$ cat src/rtl/imm_gen_pipe_if.sv
// Decode-to-execute immediate bundle between control/decode and the E register.
// CompressedD exists only when IMM_GEN_RVC_EN is defined.
interface imm_gen_pipe_if #(
    parameter int XLEN = 32
);
    logic [31:0]     InstrD;
    logic [2:0]      ImmSrcD;
    logic            ValidD;
    logic            StallE;
    logic            FlushE;
`ifdef IMM_GEN_RVC_EN
    logic            CompressedD;
`endif
    logic [XLEN-1:0] ImmExtE;
    logic            ValidE;
    logic            IllegalImmE;

    modport master (
        output InstrD,
        output ImmSrcD,
        output ValidD,
        output StallE,
        output FlushE,
`ifdef IMM_GEN_RVC_EN
        output CompressedD,
`endif
        input  ImmExtE,
        input  ValidE,
        input  IllegalImmE
    );

    modport slave (
        input  InstrD,
        input  ImmSrcD,
        input  ValidD,
        input  StallE,
        input  FlushE,
`ifdef IMM_GEN_RVC_EN
        input  CompressedD,
`endif
        output ImmExtE,
        output ValidE,
        output IllegalImmE
    );
endinterface

$ cat src/rtl/imm_gen_pipe.sv
// Immediate generator with its execute-stage register (stall/flush aware).
// Define IMM_GEN_RVC_EN to add 16-bit compressed immediate formats.
module imm_gen_pipe #(
    parameter int              XLEN      = 32,
    parameter logic [XLEN-1:0] RESET_IMM = '0
) (
    input logic           clk,
    input logic           rst_n,
    imm_gen_pipe_if.slave bus
);

    if (XLEN != 32 && XLEN != 64) begin : gBadXlen
        $error("imm_gen_pipe: XLEN must be 32 or 64");
    end

    logic [31:0]     instr;
    logic [2:0]      src;
    logic [XLEN-1:0] immBase;
    logic            undefBase;
    logic [XLEN-1:0] immNext;
    logic            undefNext;
    logic            unusedBits;

    assign instr      = bus.InstrD;
    assign src        = bus.ImmSrcD;
    assign unusedBits = ^instr[6:0];

    always_comb begin
        immBase   = '0;
        undefBase = 1'b0;
        unique case (src)
            3'd0: immBase = XLEN'($signed(instr[31:20]));
            3'd1: immBase = XLEN'($signed({instr[31:25], instr[11:7]}));
            3'd2: immBase = XLEN'($signed({instr[31], instr[7],
                                           instr[30:25], instr[11:8],
                                           1'b0}));
            3'd3: immBase = XLEN'($signed({instr[31], instr[19:12],
                                           instr[20], instr[30:21],
                                           1'b0}));
            3'd4: immBase = XLEN'($signed({instr[31:12], 12'h000}));
            3'd5: begin
                // RV64 shifts use a 6-bit shamt, RV32 only 5
                if (XLEN == 32) immBase = XLEN'(instr[24:20]);
                else            immBase = XLEN'(instr[25:20]);
            end
            3'd6: immBase = XLEN'(instr[19:15]);
            default: undefBase = 1'b1;
        endcase
    end

`ifdef IMM_GEN_RVC_EN
    logic [15:0]     c;
    logic [XLEN-1:0] immRvc;
    logic            undefRvc;

    assign c = instr[15:0];

    always_comb begin
        immRvc   = '0;
        undefRvc = 1'b0;
        unique case (src)
            3'd0: immRvc = XLEN'($signed({c[12], c[6:2]}));
            3'd1: immRvc = XLEN'({c[10:7], c[12:11], c[5], c[6], 2'b00});
            3'd2: immRvc = XLEN'({c[5], c[12:10], c[6], 2'b00});
            3'd3: immRvc = XLEN'($signed({c[12], c[8], c[10:9], c[6],
                                          c[7], c[2], c[11], c[5:3],
                                          1'b0}));
            3'd4: immRvc = XLEN'($signed({c[12], c[6:5], c[2],
                                          c[11:10], c[4:3], 1'b0}));
            3'd5: immRvc = XLEN'({c[12], c[6:2]});
            default: undefRvc = 1'b1;
        endcase
    end

    assign immNext   = bus.CompressedD ? immRvc   : immBase;
    assign undefNext = bus.CompressedD ? undefRvc : undefBase;
`else
    assign immNext   = immBase;
    assign undefNext = undefBase;
`endif

    logic [XLEN-1:0] immE;
    logic            validE;
    logic            illegalE;

    // Flush wins over stall so a squashed slot never keeps stale data
    always_ff @(posedge clk) begin
        if (!rst_n) begin
            immE     <= RESET_IMM;
            validE   <= 1'b0;
            illegalE <= 1'b0;
        end else if (bus.FlushE) begin
            immE     <= RESET_IMM;
            validE   <= 1'b0;
            illegalE <= 1'b0;
        end else if (!bus.StallE) begin
            immE     <= immNext;
            validE   <= bus.ValidD;
            illegalE <= bus.ValidD & undefNext;
        end
    end

    assign bus.ImmExtE     = immE;
    assign bus.ValidE      = validE;
    assign bus.IllegalImmE = illegalE;

endmodule

$ cat src/flat_wrapper.sv
// flat-port wrapper written by rule: the top's interface ports become plain ports
module imm_gen_pipe_flat 
#(
    parameter int              XLEN      = 32,
    parameter logic [XLEN-1:0] RESET_IMM = '0
)
  (clk, rst_n, bus_InstrD, bus_ImmSrcD, bus_ValidD, bus_StallE, bus_FlushE, bus_ImmExtE, bus_ValidE, bus_IllegalImmE);
  imm_gen_pipe_if #(.XLEN(XLEN)) bus_i ();
  input logic clk;
  input logic rst_n;
  input wire logic [$bits(bus_i.InstrD)-1:0] bus_InstrD;
  input wire logic [$bits(bus_i.ImmSrcD)-1:0] bus_ImmSrcD;
  input wire logic [$bits(bus_i.ValidD)-1:0] bus_ValidD;
  input wire logic [$bits(bus_i.StallE)-1:0] bus_StallE;
  input wire logic [$bits(bus_i.FlushE)-1:0] bus_FlushE;
  output wire logic [$bits(bus_i.ImmExtE)-1:0] bus_ImmExtE;
  output wire logic [$bits(bus_i.ValidE)-1:0] bus_ValidE;
  output wire logic [$bits(bus_i.IllegalImmE)-1:0] bus_IllegalImmE;
  assign bus_i.InstrD = bus_InstrD;
  assign bus_i.ImmSrcD = bus_ImmSrcD;
  assign bus_i.ValidD = bus_ValidD;
  assign bus_i.StallE = bus_StallE;
  assign bus_i.FlushE = bus_FlushE;
  assign bus_ImmExtE = bus_i.ImmExtE;
  assign bus_ValidE = bus_i.ValidE;
  assign bus_IllegalImmE = bus_i.IllegalImmE;
  imm_gen_pipe #(.XLEN(XLEN), .RESET_IMM(RESET_IMM)) u_core (.clk(clk), .rst_n(rst_n), .bus(bus_i));
endmodule
$ cat config.mk
export PLATFORM = sky130hd
export DESIGN_NAME = imm_gen_pipe_flat
export DESIGN_NICKNAME = d
export VERILOG_FILES = /design/src/rtl/imm_gen_pipe_if.sv /design/src/rtl/imm_gen_pipe.sv /design/src/flat_wrapper.sv
export SDC_FILE = /design/constraint.sdc
export NUM_CORES = 1
export LEC_CHECK = 0
export ABC_AREA = 1
export CORE_UTILIZATION = 30
export CTS_CLUSTER_SIZE = 20
export DETAILED_ROUTE_END_ITERATION = 7
export HOLD_SLACK_MARGIN = 0.12
export SKIP_LAST_GASP = 1
export SLEW_MARGIN = 25
export SYNTH_ARGS = -nofsm -noshare
export SYNTH_HDL_FRONTEND = slang
export SYNTH_SLANG_ARGS = --single-unit
$ cat constraint.sdc
create_clock -name clk -period 2.65 [get_ports clk]
set_clock_uncertainty 0.1 [all_clocks]
set_input_delay 0.53 -clock clk [delete_from_list [all_inputs] [get_ports clk]]
set_output_delay 0.53 -clock clk [all_outputs]
set_load 0.05 [all_outputs]
==> reports/results.ini, run 1 <==
[finish]
nets=338
areaGrowthSynthToFinish_pct=53.60
drive_gt1_share_pct=5.686
diodes=0
num-fill-cells=512

[sta]
setup_viol=0
slew_viol_final=0
hold_slack_ns=0.3616
max_freq_ghz=0.4827
min_period_over_period_pct=78.18
finalCriticalPeriod_ns=2.072
grt_setup_unrepaired=no
finalSetupTns_ns=0
hold_viol=0
relSlewSlack_pct=65.21
tightest_slew_ns=0.5202

[pwr]
combinationalPowerShare_pct=20.3
swShare_pct=28.31
cellLeakagePower_nw=0.9174
p_seq_share_pct=45.8
p_clk_share_pct=33.9
powerDensity_mw_per_mm2=487.1
p_int_uw=830.0
max-vdd-ir-drop_mv=0.2759
power_switching_uw=327.9

[setup_path]
startpoint_type=flop
reg2reg_from=u_core.bus.ImmExtE[20]$_SDFFE_PP0N_
cp_max_fo=2
crit_type=flop to output pin
cpPeakStageDelay_ns=0.81
crit_arrival_ns=1.44
cp_slowest_cell=clkdlybuf4s50_1
end_kind=output pin
cp_num_buf_inv=1
critical_path.top_delay_family=buffers and inverters
setup.worst_path.start=u_core.bus.ImmExtE[20]$_SDFFE_PP0N_
crit_chain=clkdlybuf4s50_1
required_ns=2.02

[global_routing]
grt_remaining_overflow=0
grt_pass1_vias=1579
grt_util_met1_pct=23.77
top_usage_layer=met2
grt_use_met2_pct=27.01
track_usage_pct=17.77
grt_max_degree=35
antenna_found_initial=0
grt_pass1_wl_mm=7.265
use_met3_pct=5.487

[status]
outcome=finished clean

[synth]
syn_inst=232
avgSynthCellArea_um2=6.671
yosys.cell_types.count=19
syn_nets=272
ys_seq_area_share_pct=43.98
ys_ff_latch=34
synth_warnings=0
synth_area_mm2=0.001548

[die]
dieArea_mm2=0.005450
die_width_um=73.83
ios=74
fp.coreArea_mm2=0.004848
die_h_um=73.83
initial_core_util_pct=31.92
rows=25

[route]
routed_via_density=4.615
ant_nets=0
drc=0
dr_total_vias=1689
wirelength_mm=4.423
firstDrtPassIters=4
wl_per_cell_um=12.08
drt-initial-drc-count=123

[clock_tree]
htree_num_levels=2
cts.reportedPaths.clkPinSlew_ns=0.06
cts_tree=yes
numCtsBuffers=5
ctsHoldBuffers=0
cts-root-buf=clkbuf_8
cts_resized=0
clock_sinks=34
insertion_delay_ns=0.28
cts_buffer_depth=2
cts_setup_buffers=0

[place]
place.gp.congestion=0.8634
dp_hpwl_mm=3.213
portBuffers=66

[min_path]
hold_path.class=flop to flop
hp-start=u_core.bus.ImmExtE[18]$_SDFFE_PP0N_

[flow_run]
max_cap_violations=0

-- layout by cell type (no fill, tap or decap) --
cell type	instances
nor2_1	6
clkinv_1	1
nand2_1	99
nor3_1	2
o21ai_0	5
dfxtp_1	34
inv_2	1
buf_4	5
nand3_1	20
nand4_1	8
inv_1	7
clkbuf_1	1
nand2_2	1
a21oi_2	1
clkinv_2	1
a31oi_1	1
clkdlybuf4s50_1	66
o21ai_2	1
clkbuf_8	6
a21oi_1	32
buf_12	1
-- per-stage QoR --
step	std cells	setup slack, ns	power, mW	util, %	cell area (µm²)
2_1_floorplan	232	1.190	0.6731	-	1548
3_3_place_gp	358	0.4898	0.7777	47.15	2286
3_5_place_dp	358	0.4524	0.7775	47.15	2286
4_1_cts	366	0.5663	1.169	49.03	2377
5_1_grt	366	0.5237	1.220	49.03	2377
6_report	366	0.5781	1.158	49.03	2377
-- cells in the mapped netlist --
cell type / instances / area, µm²
buf_6: 1 / 11.26
nand2_2: 1 / 6.260
nand4_1: 8 / 50.05
buf_1: 2 / 7.510
nand3_1: 20 / 100.1
buf_2: 6 / 30.03
nor2_1: 6 / 22.52
dfxtp_1: 34 / 680.7
inv_2: 1 / 3.750
o21ai_2: 1 / 8.760
nand2_1: 99 / 371.6
clkbuf_1: 4 / 15.01
inv_1: 7 / 26.28
a21oi_2: 1 / 8.760
a21oi_1: 32 / 160.2
clkinv_1: 1 / 3.750
o21ai_0: 5 / 25.02
a31oi_1: 1 / 6.260
nor3_1: 2 / 10.01
-- layout make-up --
| cell class | count | area, µm² | area share, % |
|---|---|---|---|
| Multi-Input combinational cell | 176 | 769.5 | 32.37 |
| Timing Repair Buffer | 72 | 718.2 | 30.21 |
| Sequential cell | 34 | 680.7 | 28.63 |
| Clock buffer | 7 | 86.33 | 3.632 |
| Tap cell | 67 | 83.83 | 3.526 |
| Inverter | 9 | 33.78 | 1.421 |
| Clock inverter | 1 | 5.005 | 0.2105 |
-- power groups by stage --
stage	registers [mW]	clock network (mW)	logic, mW
final	0.530	0.392	0.236
after floorplan	0.587	0	0.0862
after global routing	0.531	0.431	0.258
after CTS	0.530	0.402	0.236
after global placement	0.542	0	0.236
after detailed placement	0.542	0	0.236
-- cells by family (layout without fill, tap and decap cells) --
group                  count (synthesis)  after routing  share of synthesized area, %
AO/OA/AOI/OAI                         40             40                         13.50
AND/OR/NAND/NOR                      136            136                         36.22
buffers and inverters                 22             89                         6.305
flip-flops                            34             34                         43.98
-- state kept, by name, indices dropped and copies added (netlist names) --
signal                  cells
u_core.bus.IllegalImmE      1
u_core.bus.ImmExtE         32
u_core.bus.ValidE           1
-- final timing paths --
check / end / slack (ns) / cells after the start
min reg2reg: u_core.bus.ImmExtE[18]$_SDFFE_PP0N_ / 0.36 / 2
min: u_core.bus.ImmExtE[18]$_SDFFE_PP0N_ / 0.36 / 2
max: bus_ImmExtE[20] / 0.58 / 1
max reg2reg: u_core.bus.ImmExtE[20]$_SDFFE_PP0N_ / 1.92 / 2
-- metal layers --
layer / up-vias / wire length [µm]
met2: 46 / 2005
met1: 750 / 2143
li1: 887 / -
met3: 6 / 208
met4: 0 / 64
met5: - / 0
(Power assumes the default switching activity.)
==> inputs of run 2 (changes only) <==
==> constraint.sdc (replaced) <==
create_clock -name clk -period 1.8 [get_ports clk]
set_clock_uncertainty 0.1 [all_clocks]
set_input_delay 0.36 -clock clk [delete_from_list [all_inputs] [get_ports clk]]
set_output_delay 0.36 -clock clk [all_outputs]
set_load 0.05 [all_outputs]
==> reports/results.ini, run 2 (synthesized netlist as in run 1, its figures left out) <==
[route]
firstDrtPassIters=4  ; unchanged
wl_per_cell_um=11.85  ; was 12.08 µm
drc=0  ; unchanged
wirelength_mm=4.455  ; was 4.423 mm
ant_nets=0  ; unchanged
dr_total_vias=1715  ; was 1689
routed_via_density=4.561  ; was 4.615
drt-initial-drc-count=132  ; was 123

[die]
die_h_um=73.83  ; unchanged
initial_core_util_pct=31.92  ; unchanged
ios=74  ; unchanged
rows=25  ; unchanged
die_width_um=73.83  ; unchanged
dieArea_mm2=0.005450  ; unchanged
fp.coreArea_mm2=0.004848  ; unchanged

[place]
place.gp.congestion=0.7979  ; was 0.8634
dp_hpwl_mm=3.323  ; was 3.213 mm
place_inst=369  ; was 358
portBuffers=66  ; unchanged

[global_routing]
grt_pass1_wl_mm=7.410  ; was 7.265 mm
antenna_found_initial=0  ; unchanged
grt_max_degree=34  ; was 35
grt_pass1_vias=1652  ; was 1579
grt_remaining_overflow=0  ; unchanged
track_usage_pct=17.78  ; was 17.77%

[clock_tree]
cts_setup_buffers=0  ; unchanged
htree_num_levels=2  ; unchanged
insertion_delay_ns=0.28  ; about the same
clock_sinks=34  ; unchanged
cts_resized=0  ; unchanged
cts_tree=yes  ; unchanged
cts_buffer_depth=2  ; unchanged
cts.reportedPaths.clkPinSlew_ns=0.07  ; was 0.06 ns
numCtsBuffers=5  ; unchanged
ctsHoldBuffers=0  ; unchanged
cts-root-buf=clkbuf_8  ; unchanged

[sta]
setup_viol=0  ; unchanged
grt_setup_unrepaired=no  ; unchanged
max_freq_ghz=0.6317
slew_viol_final=0  ; unchanged
finalCriticalPeriod_ns=1.583
hold_slack_ns=0.3647  ; was 0.3616 ns
tightest_slew_ns=0.3686  ; was 0.5202 ns
min_period_over_period_pct=87.95
relSlewSlack_pct=75.34  ; was 65.21%
hold_viol=0  ; unchanged

[finish]
num-fill-cells=512  ; unchanged
largest_reg_flops=32  ; unchanged
fin_cells=376  ; was 366
final_common_cell=nand2_1  ; unchanged
nets=349  ; was 338
drive_gt1_share_pct=20.06  ; was 5.686%
areaGrowthSynthToFinish_pct=53.44  ; was 53.60%
diodes=0  ; unchanged
regArea_um2=680.7  ; unchanged
layout_common_cells=nand2_1, buf_4, dfxtp_1, a21oi_1, clkdlybuf4s50_1  ; was nand2_1, clkdlybuf4s50_1, dfxtp_1, a21oi_1, nand3_1
multi_input_area_um2=769.5  ; unchanged

[setup_path]
crit_arrival_ns=1.70  ; was 1.44 ns
startpoint_type=input port  ; was flop
cp_max_fo=11  ; was 2
required_ns=1.91  ; was 2.02 ns
end_kind=flop  ; was output pin
crit_type=input port to flop  ; was flop to output pin

[pwr]
powerDensity_mw_per_mm2=702.3  ; was 487.1 mW/mm²
power_mw=1.668  ; was 1.158 mW
cellLeakagePower_nw=1.038  ; was 0.9174 nW
max-vdd-ir-drop_mv=0.3384  ; was 0.2759 mV

[min_path]
hold_path.class=flop to flop  ; unchanged

[flow_run]
max_cap_violations=0  ; unchanged

[status]
outcome=finished clean  ; unchanged

## run 2: final cells by class
type                       instances  share of cell area, %
sequential                        34                  28.66
tap                               67                  3.530
timing repair buffer              83                  30.66
inverter                           9                  1.423
clock buffer                       5                  2.898
multi-input combinational        176                  32.40
clock inverter                     2                 0.4215
## run 2: final timing paths
kind	endpoint	from	slack, ns	cells past startpoint
worst max-delay path	u_core.bus.ImmExtE[9]$_SDFFE_PP0N_	bus_ImmSrcD[2]	0.22	5
worst min-delay path	u_core.bus.ImmExtE[5]$_SDFFE_PP0N_	u_core.bus.ImmExtE[5]$_SDFFE_PP0N_	0.36	2
worst max register to register	u_core.bus.ImmExtE[31]$_SDFFE_PP0N_	u_core.bus.ImmExtE[31]$_SDFFE_PP0N_	1.07	2
worst min register to register	u_core.bus.ImmExtE[5]$_SDFFE_PP0N_	u_core.bus.ImmExtE[5]$_SDFFE_PP0N_	0.36	2
## run 2: through the flow
stage          area, µm²  setup TNS, ns  setup slack [ns]  util [%]
4_1_cts             2375              0            0.2125     48.98
2_1_floorplan       1548              0            0.5096         -
6_report            2375              0            0.2169     48.98
5_1_grt             2375              0           0.04838     48.98
3_5_place_dp        2296        -0.8637          -0.07515     47.35
3_3_place_gp        2296        -0.5718          -0.05271     47.35
## run 2: critical path, stage by stage
cell and delay [ns]:
clkdlybuf4s50_1 0.54, buf_4 0.24, nor2_1 0.31, nand2_1 0.10, a21oi_1 0.15
## run 2: report_power, final
part | leakage (nW) | switching [mW] | internal (mW) | total [mW]
clock network | 0.0438 | 0.264 | 0.259 | 0.524
logic | 0.719 | 0.208 | 0.154 | 0.363
registers | 0.276 | 0.0100 | 0.771 | 0.781
total | 1.04 | 0.483 | 1.19 | 1.67
## run 2: routing by layer
| metal | GRT usage [%] | routed length (µm) | share of wire (%) |
|---|---|---|---|
| met5 | 0 | 0 | 0 |
| met4 | 4.915 | 82 | 1.8 |
| met3 | 4.527 | 200 | 4.5 |
| met2 | 28.85 | 2027 | 45 |
| met1 | 23.27 | 2146 | 48 |
